`config.mk`:
```
export PLATFORM = sky130hd
export DESIGN_NAME = rtype_exec_sequencer
export DESIGN_NICKNAME = d
export VERILOG_FILES = /design/src/rtl/rtype_exec_sequencer.sv
export SDC_FILE = /design/constraint.sdc
export NUM_CORES = 1
export LEC_CHECK = 0
export BUFFER_PORTS_ARGS = -buffer_cell sky130_fd_sc_hd__buf_4
export CORE_MARGIN = 8
export CORE_UTILIZATION = 35
export DETAILED_ROUTE_END_ITERATION = 10
export PLACE_DENSITY = 0.53
export SETUP_SLACK_MARGIN = 0.15
export SYNTH_ARGS = -nofsm -noshare
export SYNTH_HDL_FRONTEND = slang
export SYNTH_SLANG_ARGS = --single-unit
```
`constraint.sdc`:
```
create_clock -name clk -period 10.4 [get_ports clk]
set_clock_uncertainty 0.2 [all_clocks]
set_input_delay 0.52 -clock clk [delete_from_list [all_inputs] [get_ports clk]]
set_output_delay 0.52 -clock clk [all_outputs]
set_load 0.1 [all_outputs]
```
`src/rtl/rtype_exec_sequencer.sv`:
```
// Execute-stage sequencer for decoded R-type ops.
// Accepts one op per valid/ready handshake and computes non-shift ops in the
// accept cycle. Shifts run through an iterative shifter that moves at most
// SHIFT_STEP bit positions per cycle. The result is held until writeback
// takes it.

package opcode_type;
  typedef enum logic [3:0] {
    rak_add  = 4'd0,
    rak_sub  = 4'd1,
    rak_sll  = 4'd2,
    rak_slt  = 4'd3,
    rak_sltu = 4'd4,
    rak_xor  = 4'd5,
    rak_srl  = 4'd6,
    rak_sra  = 4'd7,
    rak_or   = 4'd8,
    rak_and  = 4'd9
  } reg_arith_kind_t;
endpackage

module rtype_exec_sequencer
  import opcode_type::*;
#(
  parameter int XLEN       = 32,
  parameter int SHIFT_STEP = 1
) (
  input  logic            clk,
  input  logic            rst,
  input  logic            in_valid,
  output logic            in_ready,
  input  reg_arith_kind_t in_kind,
  input  logic [XLEN-1:0] in_rs1,
  input  logic [XLEN-1:0] in_rs2,
  input  logic [4:0]      in_rd,
  output logic            out_valid,
  input  logic            out_ready,
  output logic [4:0]      out_rd,
  output logic [XLEN-1:0] out_result,
  output logic            busy
);

  localparam int SW = $clog2(XLEN);
  // Step size carries one extra bit so SHIFT_STEP == XLEN is representable.
  localparam logic [SW:0] STEP_C = SHIFT_STEP[SW:0];

  typedef enum logic [1:0] {
    ST_IDLE  = 2'd0,
    ST_SHIFT = 2'd1,
    ST_DONE  = 2'd2
  } state_t;

  state_t          state_r;
  state_t          state_next_s;
  logic            in_ready_s;
  logic            busy_s;
  logic            accept_s;
  logic            start_shift_s;
  logic [SW-1:0]   shamt_in_s;
  logic [SW-1:0]   step_s;
  logic            shift_last_s;
  logic [XLEN-1:0] shift_val_s;

  reg_arith_kind_t kind_r;
  logic [XLEN-1:0] work_r;
  logic [SW-1:0]   cnt_r;
  logic            out_valid_r;
  logic [XLEN-1:0] out_result_r;
  logic [4:0]      out_rd_r;

  // Shift helper shared by the single-cycle path and the iterative shifter.
  function automatic logic [XLEN-1:0] shift_fn(input reg_arith_kind_t kind,
                                               input logic [XLEN-1:0] val,
                                               input logic [SW-1:0]   amt);
    logic [XLEN-1:0] res;
    case (kind)
      rak_sll: res = val << amt;
      rak_srl: res = val >> amt;
      rak_sra: res = $signed(val) >>> amt;
      default: res = {XLEN{1'b0}};
    endcase
    return res;
  endfunction

  // Single-cycle ALU; undefined kinds produce zero.
  function automatic logic [XLEN-1:0] alu_fn(input reg_arith_kind_t kind,
                                             input logic [XLEN-1:0] a,
                                             input logic [XLEN-1:0] b);
    logic [XLEN-1:0] res;
    case (kind)
      rak_add:  res = a + b;
      rak_sub:  res = a - b;
      rak_slt:  res = {{(XLEN-1){1'b0}}, ($signed(a) < $signed(b))};
      rak_sltu: res = {{(XLEN-1){1'b0}}, (a < b)};
      rak_xor:  res = a ^ b;
      rak_or:   res = a | b;
      rak_and:  res = a & b;
      rak_sll,
      rak_srl,
      rak_sra:  res = shift_fn(kind, a, b[SW-1:0]);
      default:  res = {XLEN{1'b0}};
    endcase
    return res;
  endfunction

  assign shamt_in_s    = in_rs2[SW-1:0];
  assign accept_s      = in_valid && in_ready_s;
  assign start_shift_s = accept_s && (shamt_in_s != {SW{1'b0}}) &&
                         ((in_kind == rak_sll) || (in_kind == rak_srl) || (in_kind == rak_sra));
  assign step_s        = ({1'b0, cnt_r} > STEP_C) ? STEP_C[SW-1:0] : cnt_r;
  assign shift_last_s  = (cnt_r == step_s);
  assign shift_val_s   = shift_fn(kind_r, work_r, step_s);

  // State register; reset returns to IDLE and silently drops any op in flight.
  always_ff @(posedge clk) begin
    if (!rst) begin
      state_r <= ST_IDLE;
    end else begin
      state_r <= state_next_s;
    end
  end

  // Next-state logic; an accept in DONE is handled exactly like one in IDLE.
  always_comb begin
    state_next_s = state_r;
    case (state_r)
      ST_IDLE, ST_DONE: begin
        if (accept_s) begin
          state_next_s = start_shift_s ? ST_SHIFT : ST_DONE;
        end else if (state_r == ST_IDLE || out_ready) begin
          state_next_s = ST_IDLE;
        end else begin
          state_next_s = ST_DONE;
        end
      end
      ST_SHIFT: begin
        if (shift_last_s) begin
          state_next_s = ST_DONE;
        end else begin
          state_next_s = ST_SHIFT;
        end
      end
      default: state_next_s = ST_IDLE;
    endcase
  end

  // Handshake outputs; out_ready reaches in_ready combinationally for back-to-back issue.
  always_comb begin
    in_ready_s = 1'b0;
    busy_s     = 1'b0;
    if (rst) begin
      in_ready_s = (state_r == ST_IDLE) || ((state_r == ST_DONE) && out_ready);
      busy_s     = (state_r != ST_IDLE);
    end else begin
      in_ready_s = 1'b0;
      busy_s     = 1'b0;
    end
  end

  // Operand latch, iterative shifter and registered result outputs.
  always_ff @(posedge clk) begin
    if (!rst) begin
      kind_r       <= rak_add;
      work_r       <= {XLEN{1'b0}};
      cnt_r        <= {SW{1'b0}};
      out_valid_r  <= 1'b0;
      out_result_r <= {XLEN{1'b0}};
      out_rd_r     <= 5'd0;
    end else begin
      if (accept_s) begin
        kind_r   <= in_kind;
        work_r   <= in_rs1;
        out_rd_r <= in_rd;
        if (start_shift_s) begin
          cnt_r <= shamt_in_s;
        end else begin
          cnt_r        <= {SW{1'b0}};
          out_result_r <= alu_fn(in_kind, in_rs1, in_rs2);
        end
      end else if (state_r == ST_SHIFT) begin
        work_r <= shift_val_s;
        cnt_r  <= cnt_r - step_s;
        if (shift_last_s) begin
          out_result_r <= shift_val_s;
        end else begin
          out_result_r <= out_result_r;
        end
      end else begin
        work_r <= work_r;
        cnt_r  <= cnt_r;
      end
      out_valid_r <= (state_next_s == ST_DONE);
    end
  end

  assign in_ready   = in_ready_s;
  assign busy       = busy_s;
  assign out_valid  = out_valid_r;
  assign out_result = out_result_r;
  assign out_rd     = out_rd_r;

endmodule
```
# Word-level counts from Yosys, hierarchy flattened
# Index checks and enable logic that the tools add are counted.
# word_totals
in_bits	77
ff_bits	81
# classes
bitwise_logic	3
n_eq_ne	17
reduce_logical	17
shifts	6
order_cmp	3
add_sub_neg	3
mux	20
# ops
op	count
$pmux 32 s8	1
$mux 32	6
$pmux 32 s3	2
$lt 32x32->1	2
$shl 32x5->32	2
$shr 32x5->32	2
$sshr 32x5->32	2
$add 32x32->32	1
$and 32x32->32	1
$or 32x32->32	1
$sub 32x32->32	1
$xor 32x32->32	1
$eq 4x3->1 const B	6
$mux 5	4
$eq 4x2->1 const B	3
$eq 4x4->1 const B	2
$mux 2	4
$reduce_bool 2->1	3
$eq 5x5->1	1
$gt 5x1->1 const B	1
$reduce_bool 5->1	1
$sub 5x5->5	1
$eq 2x2->1 const B	2
$eq 4x1->1 const B	1
other kinds (11)	18

# Longest topological paths before layout
# Gate-level depths: netlist (run 1).
# logic_depth
ltp_word	11
depth_mapped	15
depth_no_buf	13

# Worst setup path before layout (run 1)
# OpenSTA, ideal clock, no wires.
# synth_path
path_kind	input port to flip-flop
from	input port in_rs2[3]
to	register out_result_r[17], in the netlist out_result[17]
setup_slack_ns	6.435
path_buffers	4
path_stages	15
arrival_ns	3.636
cell_sequence	clkbuf_1 > inv_1 > buf_1 > buf_1 > ha_1 > buf_2 > nor2_1 > nand2_1 > o21ai_2 > a211oi_1 > o21a_1 > o31a_1 > a221o_1 > a2111oi_0 > nor2_1
# synth_via
elab_chain_len	5
# synth_lines
element	line_no	rtl
start: declaration	34	input logic [XLEN-1:0] in_rs2,
branches (longest 5 deep; another with $sub 32x32->32)	--	
end signal: assignment	167	out_result_r <= {XLEN{1'b0}};
end signal: assignment	178	out_result_r <= alu_fn(in_kind, in_rs1, in_rs2);
end signal: assignment	184	out_result_r <= shift_val_s;
end: declaration	68	logic [XLEN-1:0] out_result_r;
# Parallel ways; which one is timed is not known. The select of a mux whose other input is x is not followed.
# A chain may end at the register's enable or synchronous reset.

# Worst setup path in the final report (run 1)
# layout_path
from	input port in_rs2[0]
to	register out_result_r[1], in the netlist out_result[1]
# The elaborated chain is that of the path after synthesis.

==> results of run 1 <==
[metrics by stage]
| step | std cells | instance area [sq um] | total power (uW) | setup slack [ns] |
|---|---|---|---|---|
| after floorplan | 1814 | 12900 | 811 | 6.43 |
| after global placement | 2276 | 13900 | 1040 | 5.71 |
| after detailed placement | 2276 | 13900 | 1040 | 5.58 |
| after CTS | 2291 | 14200 | 1430 | 5.94 |
| after global routing | 2291 | 14200 | 1500 | 5.65 |
| final | 2292 | 14200 | 1440 | 5.79 |
[sequential cells by signal, summed over array words and instances, names as in the netlist]
signal,flops
out_valid,1
work_r,32
kind_r,4
cnt_r,5
out_result,32
out_rd,5
state_r,2
[worst paths after layout]
| check | endpoint | slack, ns | from | depth (start not counted) |
|---|---|---|---|---|
| min | out_rd[3] | 0.20 | in_rd[3] | 3 |
| max reg2reg | out_result[1] | 6.56 | cnt_r[4] | 8 |
| min reg2reg | out_rd[3] | 0.25 | out_rd[3] | 2 |
| max | out_result[1] | 5.79 | in_rs2[0] | 8 |
[power groups by stage]
stage	Sequential (uW)	Clock (uW)	Combinational, uW
3_3_place_gp	351	0	691
4_1_cts	344	390	694
5_1_grt	347	400	752
2_1_floorplan	405	0	406
3_5_place_dp	351	0	691
6_report	345	389	711
[cells in the final DEF (no fill, tap or decap), types with 36 or more instances in the layout]
cell      instances
nor3_1           36
o211ai_1         55
nand2_1         177
mux4_2           37
dfxtp_1          81
a221oi_1         37
o21ai_0         135
o22ai_1          46
a21oi_1         147
ha_1            105
mux2i_1          57
nor2_1          212
inv_1           103
nand3_1          39
buf_4           144
[worst max-delay path, cell delays in order]
cell	delay, ns
buf_4	0.45
buf_4	0.65
nor4_1	0.21
a2111oi_1	0.98
o21a_1	0.83
nor2_1	0.42
o21ai_0	0.36
o211ai_1	0.16
[per-layer routing]
metal | vias to the layer above | share of wire
met5 | - | 0
met4 | 0 | 0.063
met3 | 159 | 0.086
met2 | 862 | 0.44
met1 | 7433 | 0.41
li1 | 6796 | -
[area by class of cell]
cell class	count	share of cell area
Antenna cell	1	0.000176
Multi-Input combinational cell	1476	0.717
Clock inverter	6	0.00808
Timing Repair Buffer	144	0.0759
Inverter	107	0.0282
Sequential cell	81	0.114
Clock buffer	9	0.0158
Tap cell	468	0.0411
[cell families after synthesis]
family | share of synthesized area
AO/OA/AOI/OAI | 0.360
multiplexers | 0.121
XOR/XNOR | 0.00613
adder cells (fa/ha/maj) | 0.105
flip-flops | 0.126
buffers and inverters | 0.0825
AND/OR/NAND/NOR | 0.199
[cells in the mapped netlist (39+ instances only)]
cell type  number  share of area
o22ai_1        46          0.022
inv_1         103          0.030
a21oi_1       147          0.057
ha_1          105           0.10
dfxtp_1        81           0.13
nor2_1        212          0.062
nand3_1        39          0.015
o211ai_1       55          0.032
o21ai_0       135          0.053
nand2_1       177          0.052
clkbuf_1       87          0.025
mux2i_1        57          0.044
==> summary.md, run 1 <==
| Metric | Value |
|---|---|
| Detailed Route WL | between 60000 and 70000 um |
| Hold/Removal Path Class | primary input to register |
| Core Area | roughly 0.036 sq mm |
| Grt met2 use | 0.454 |
| Run status | complete, no violations |
| Maximum fanout along the worst path | 45 |
| Leakage power | between 0.005 and 0.006 uW |
| Element type at the critical path end | register |
| Cell Int Power | a little under 800 uW |
| Clock group share of total power | 0.269 |
| Clock Latency Late Sink | around 0.36 ns |
| Arrival time of data at the critical path endpoint | between 4 and 5 ns |
| Maximum clock rate | between 200 and 250 MHz |
| Port bufs | around 120 |
| H-tree level count | 3 |
| GR met3 Demand/Resource | 0.0438 |
| Max_slew headroom | 0.314 |
| Maximum ir drop on the vdd rail | just under 0.08 mV |
| Fraction of the cycle the final worst path needs | 0.443 |
| Power Density | a little over 100 mW/mm^2 |
| Largest net degree at the start of global routing | between 60 and 70 |
| Combinational group share of total power | 0.492 |
| Met1 track demand over resource | 0.381 |
| Type of the setup path with the least slack | primary input to register |
| #FFs+latches synth | 81 |
| Sink Count | 81 |
| Number of maximum-capacitance constraint violations | 0 |
| Crit path launch type | primary input |
| Final slew viol count | 0 |
| Filler Cell Count | around 4000 |
| Sequential fraction of the synthesis area | 0.126 |
| Starting density of the core | 0.353 |
| Overall Global Routing Usage | 0.291 |
| Global-route wire length before repair | 96700 um |
| Library cells used by synthesis | 90 |
| Synth warn | 0 |
| Top FF cell, synth | dfxtp_1 |
| Routability Congestion | 1.01 |
| Net switching share of the total power | 0.458 |
| Min Hold Slack | just over 0.2 ns |
| Number of DRC violations after detailed-routing iteration 0 | about 1700 |
| Final hold viol count | 0 |
| Root buffer cell | clkbuf_16 |
| Multi-input gate area in the final layout | ~0.01 sq mm |
| FFs w/ async S/R, synth | 0 |
| Area Growth Syn to Fin | 10.7% |
| Area of the die | roughly 0.043 sq mm |
| Share of layout cells above drive strength 1 | 0.137 |
| DPL Wire Length | a little under 50000 um |
| Top Usage Layer GRT | met2 |
| Unrepaired setup endpoints after global routing | no |
| Post-route minimum period | between 4 and 5 ns |
| Sequential Power Share | 0.239 |
| CTS clk-pin slew, worst paths | about 0.080 ns |
| CTS tree | done |
| Detail Route Antenna Nets | 0 |
| Number of placement rows | 70 |
| Detailed-routing iteration count for the pre-antenna-repair pass | 6 |
| Worst slew pin tran | roughly 1.0 ns |
| Boundary pin count | 117 |
| Total number of vias | about 15000 |
| WL per Instance | between 20 and 30 um |
| Post-CTS setup repair buffer count | 0 |
| Netlist Area Pre-Place | between 0.01 and 0.015 sq mm |
| Number of hold-repair buffers added at the cts stage | 0 |
| Maximum count of clock buffers along a single path | 2 |
| Average cell area after synthesis | 7.09 sq um |
| Antenna violations before repair | 2 |
| Fin util | 0.391 |
| Count of flip-flops with a built-in enable after synthesis | 0 |
| Via count of the first global-routing pass | about 14000 |
| Quantity of gates resized following cts | 0 |
| Total overflow reported by the global router | 0 |
| Die X | 208 um |
| Layout net count | 2003 |
| Clock buffer count from CTS | 9 |
| Cells after Synth | 1814 |
| Data required time of the worst path | around 10 ns |
| DRC violations left | 0 |
| Drt via density | between 6 and 7 |
| Switching power summed over all nets | 662 uW |
| Setup_tns | 0 ns |
| Number of nets in the synthesized netlist | 1998 |
| Setup-violating endpoint count in the final report | 0 |
| Chip Height | slightly above 200 um |
| Seq. cell area | approximately 0.0016 sq mm |
Power figures use the tool's default switching activity.
==> inputs of run 2 (changes only) <==
==> constraint.sdc (replaced) <==
create_clock -name clk -period 4.25 [get_ports clk]
set_clock_uncertainty 0.2 [all_clocks]
set_input_delay 0.2125 -clock clk [delete_from_list [all_inputs] [get_ports clk]]
set_output_delay 0.2125 -clock clk [all_outputs]
set_load 0.1 [all_outputs]
==> run 2 against run 1 <==
Net effect:
- first-iteration DRC count rose by 29%
- clock-buffer cell count did not move
- final cell count rose by 2.4%
- largest cell class unchanged
- via count rose by 3.1%
- total power rose by 140%
- routed wire length rose by 6.0%
- sequential power rose by 140%
- hold slack got worse by 0.16 ns
- largest power group unchanged
- global-route usage rose by 1.8 points
- combinational power rose to 2.5 times the previous value
- critical endpoint is now out_result[9]
==> summary.md, run 2 (synthesized netlist as in run 1, its figures left out) <==
| Metric | Value |
|---|---|
| Layout net count | 2056 (was 2003) |
| Final setup slack of the worst path | 0.628 ns (was 5.79 ns) |
| Worst slew pin tran | 0.988 ns (was 1.03 ns) |
| Fin util | 0.401 (was 0.391) |
| Detailed-routing iteration count for the pre-antenna-repair pass | 7 (was 6) |
| Drt via density | 6.70 (was 6.65) |
| Fraction of the cycle the final worst path needs | 0.852 |
| Overall Global Routing Usage | 0.309 (was 0.291) |
| Data required time of the worst path | 4.28 ns (was 10.43 ns) |
| Min Hold Slack | 0.0450 ns (was 0.204 ns) |
| Arrival time of data at the critical path endpoint | 3.65 ns (was 4.63 ns) |
| Core Area | 0.0364 sq mm (unchanged) |
| Type of the setup path with the least slack | register to register (was primary input to register) |
| Unrepaired setup endpoints after global routing | no (unchanged) |
| WL per Instance | 29.8 um (was 28.8 um) |
| Total number of vias | 15700 (was 15300) |
| Antenna violations before repair | 0 (was 2) |
| Share of layout cells above drive strength 1 | 0.159 (was 0.137) |
| Final hold viol count | 0 (unchanged) |
| Setup_tns | 0 ns (unchanged) |
| CTS clk-pin slew, worst paths | 0.08 ns (about the same) |
| Crit path launch type | register (was primary input) |
| Run status | complete, no violations (unchanged) |
| Starting density of the core | 0.353 (unchanged) |
| DRC violations left | 0 (unchanged) |
| Routability Congestion | 1.08 (was 1.01) |
| Total overflow reported by the global router | 0 (unchanged) |
| Die X | 208 um (unchanged) |
| Cell Int Power | 1780 uW (was 783 uW) |
| Clock Latency Late Sink | 0.36 ns (about the same) |
| Number of maximum-capacitance constraint violations | 0 (unchanged) |
| Worst setup timing slack at the placement stage | 0.448 ns (was 5.58 ns) |
| Number of placement rows | 70 (unchanged) |
| Combinational group share of total power | 0.519 (was 0.492) |
| Root buffer cell | clkbuf_16 (unchanged) |
| Clock buffer count from CTS | 9 (unchanged) |
| Top library cells by usage in the layout, fill and taps aside | 211 x nor2_1, 191 x buf_4, 177 x nand2_1 (was 212 x nor2_1, 177 x nand2_1, 147 x a21oi_1) |
| Power Density | 239 mW/mm^2 (was 101 mW/mm^2) |
| Net switching share of the total power | 0.489 (was 0.458) |
| Maximum clock rate | approximately 280 MHz |
| Leakage power | 0.00613 uW (was 0.00590 uW) |
| Area Growth Syn to Fin | 13.5% (was 10.7%) |
| DPL Wire Length | 53300 um (was 49200 um) |
| Setup-violating endpoint count in the final report | 0 (unchanged) |
| Detail Route Antenna Nets | 0 (unchanged) |
| Boundary pin count | 117 (unchanged) |
| H-tree level count | 3 (unchanged) |
| Final slew viol count | 0 (unchanged) |
| CTS tree | done (unchanged) |
| Max_slew headroom | 0.333 (was 0.314) |
| Detailed Route WL | 69900 um (was 66000 um) |
| Port bufs | 116 (unchanged) |
| Via count of the first global-routing pass | 14600 (was 14500) |
| Largest net degree at the start of global routing | 65 (was 68) |
| Hold/Removal Path Class | primary input to register (unchanged) |
| Hold Path Cell Cnt | 3 (unchanged) |
| Number of DRC violations after detailed-routing iteration 0 | 2215 (was 1716) |
| Post-route minimum period | roughly 3.6 ns |
| Sink Count | 81 (unchanged) |
| Switching power summed over all nets | 1710 uW (was 662 uW) |
| Clock group share of total power | 0.239 (was 0.269) |
| Maximum fanout along the worst path | 14 (was 45) |
| Global-route wire length before repair | 101000 um (was 96700 um) |
| Maximum ir drop on the vdd rail | 0.194 mV (was 0.0773 mV) |
| Leading cell type in the layout, fill and taps excluded | nor2_1 (unchanged) |
| Element type at the critical path end | register (unchanged) |
| Sequential Power Share | 0.242 (was 0.239) |
| Area of the die | 0.0431 sq mm (unchanged) |
| R2R cell count | 10 (was 8) |
| Chip Height | 208 um (unchanged) |
| Maximum count of clock buffers along a single path | 2 (unchanged) |
[run 2: critical path: stages, from the launching register on]
cell	delay, ns
dfxtp_1	0.35
nor4_2	0.27
buf_4	0.19
or2_2	0.12
ha_1	0.18
nand3_1	0.20
o21a_1	0.46
buf_4	0.30
o41ai_1	0.90
buf_4	0.23
a21oi_1	0.07
[run 2: layer usage]
layer / GRT usage / vias to the layer above / wire [um]
met1: 0.410 / 7603 / 29000
met2: 0.469 / 1013 / 29500
met5: 0 / - / 0
met4: 0.175 / 0 / 4380
li1: - / 6910 / -
met3: 0.0534 / 192 / 7010
[run 2: stage by stage]
step           std cells  power, uW  area [sq um]
2_1_floorplan       1814       1980         12900
3_3_place_gp        2323       2610         14300
3_5_place_dp        2323       2600         14300
4_1_cts             2345       3420         14600
5_1_grt             2345       3600         14600
6_report            2347       3490         14600
[run 2: worst paths after layout]
path                                  from            end  slack (ns)
worst max register to register    cnt_r[4]  out_result[9]        0.63
worst min register to register   out_rd[3]      out_rd[3]        0.26
worst max-delay path              cnt_r[4]  out_result[9]        0.63
worst min-delay path            in_rs1[12]     work_r[12]        0.04
[run 2: area by class of cell]
| class | count | area [sq um] |
|---|---|---|
| diodes | 2 | 5.00 |
| clock buffers | 9 | 225 |
| clock inverters | 7 | 57.6 |
| fillers | 3898 | 21800 |
| inverters | 107 | 402 |
| multi-input cells | 1476 | 10200 |
| flip-flops and latches | 81 | 1620 |
| well taps | 468 | 586 |
| repair buffers | 197 | 1490 |
[run 2: what timing repair did]
action | in CTS | in global routing
resized for setup | 0 | 0
setup buffers | 0 | 0
hold buffers | 6 | 0
hold endpoints to repair | 6 | 0
setup endpoints to repair | 0 | 0
[run 2: power by group through the flow]
stage / combinational, uW / clock [uW] / sequential, uW
final: 1810 / 834 / 845
after global routing: 1900 / 850 / 848
after CTS: 1760 / 825 / 842
after detailed placement: 1740 / 0 / 859
after global placement: 1750 / 0 / 860
after floorplan: 993 / 0 / 992
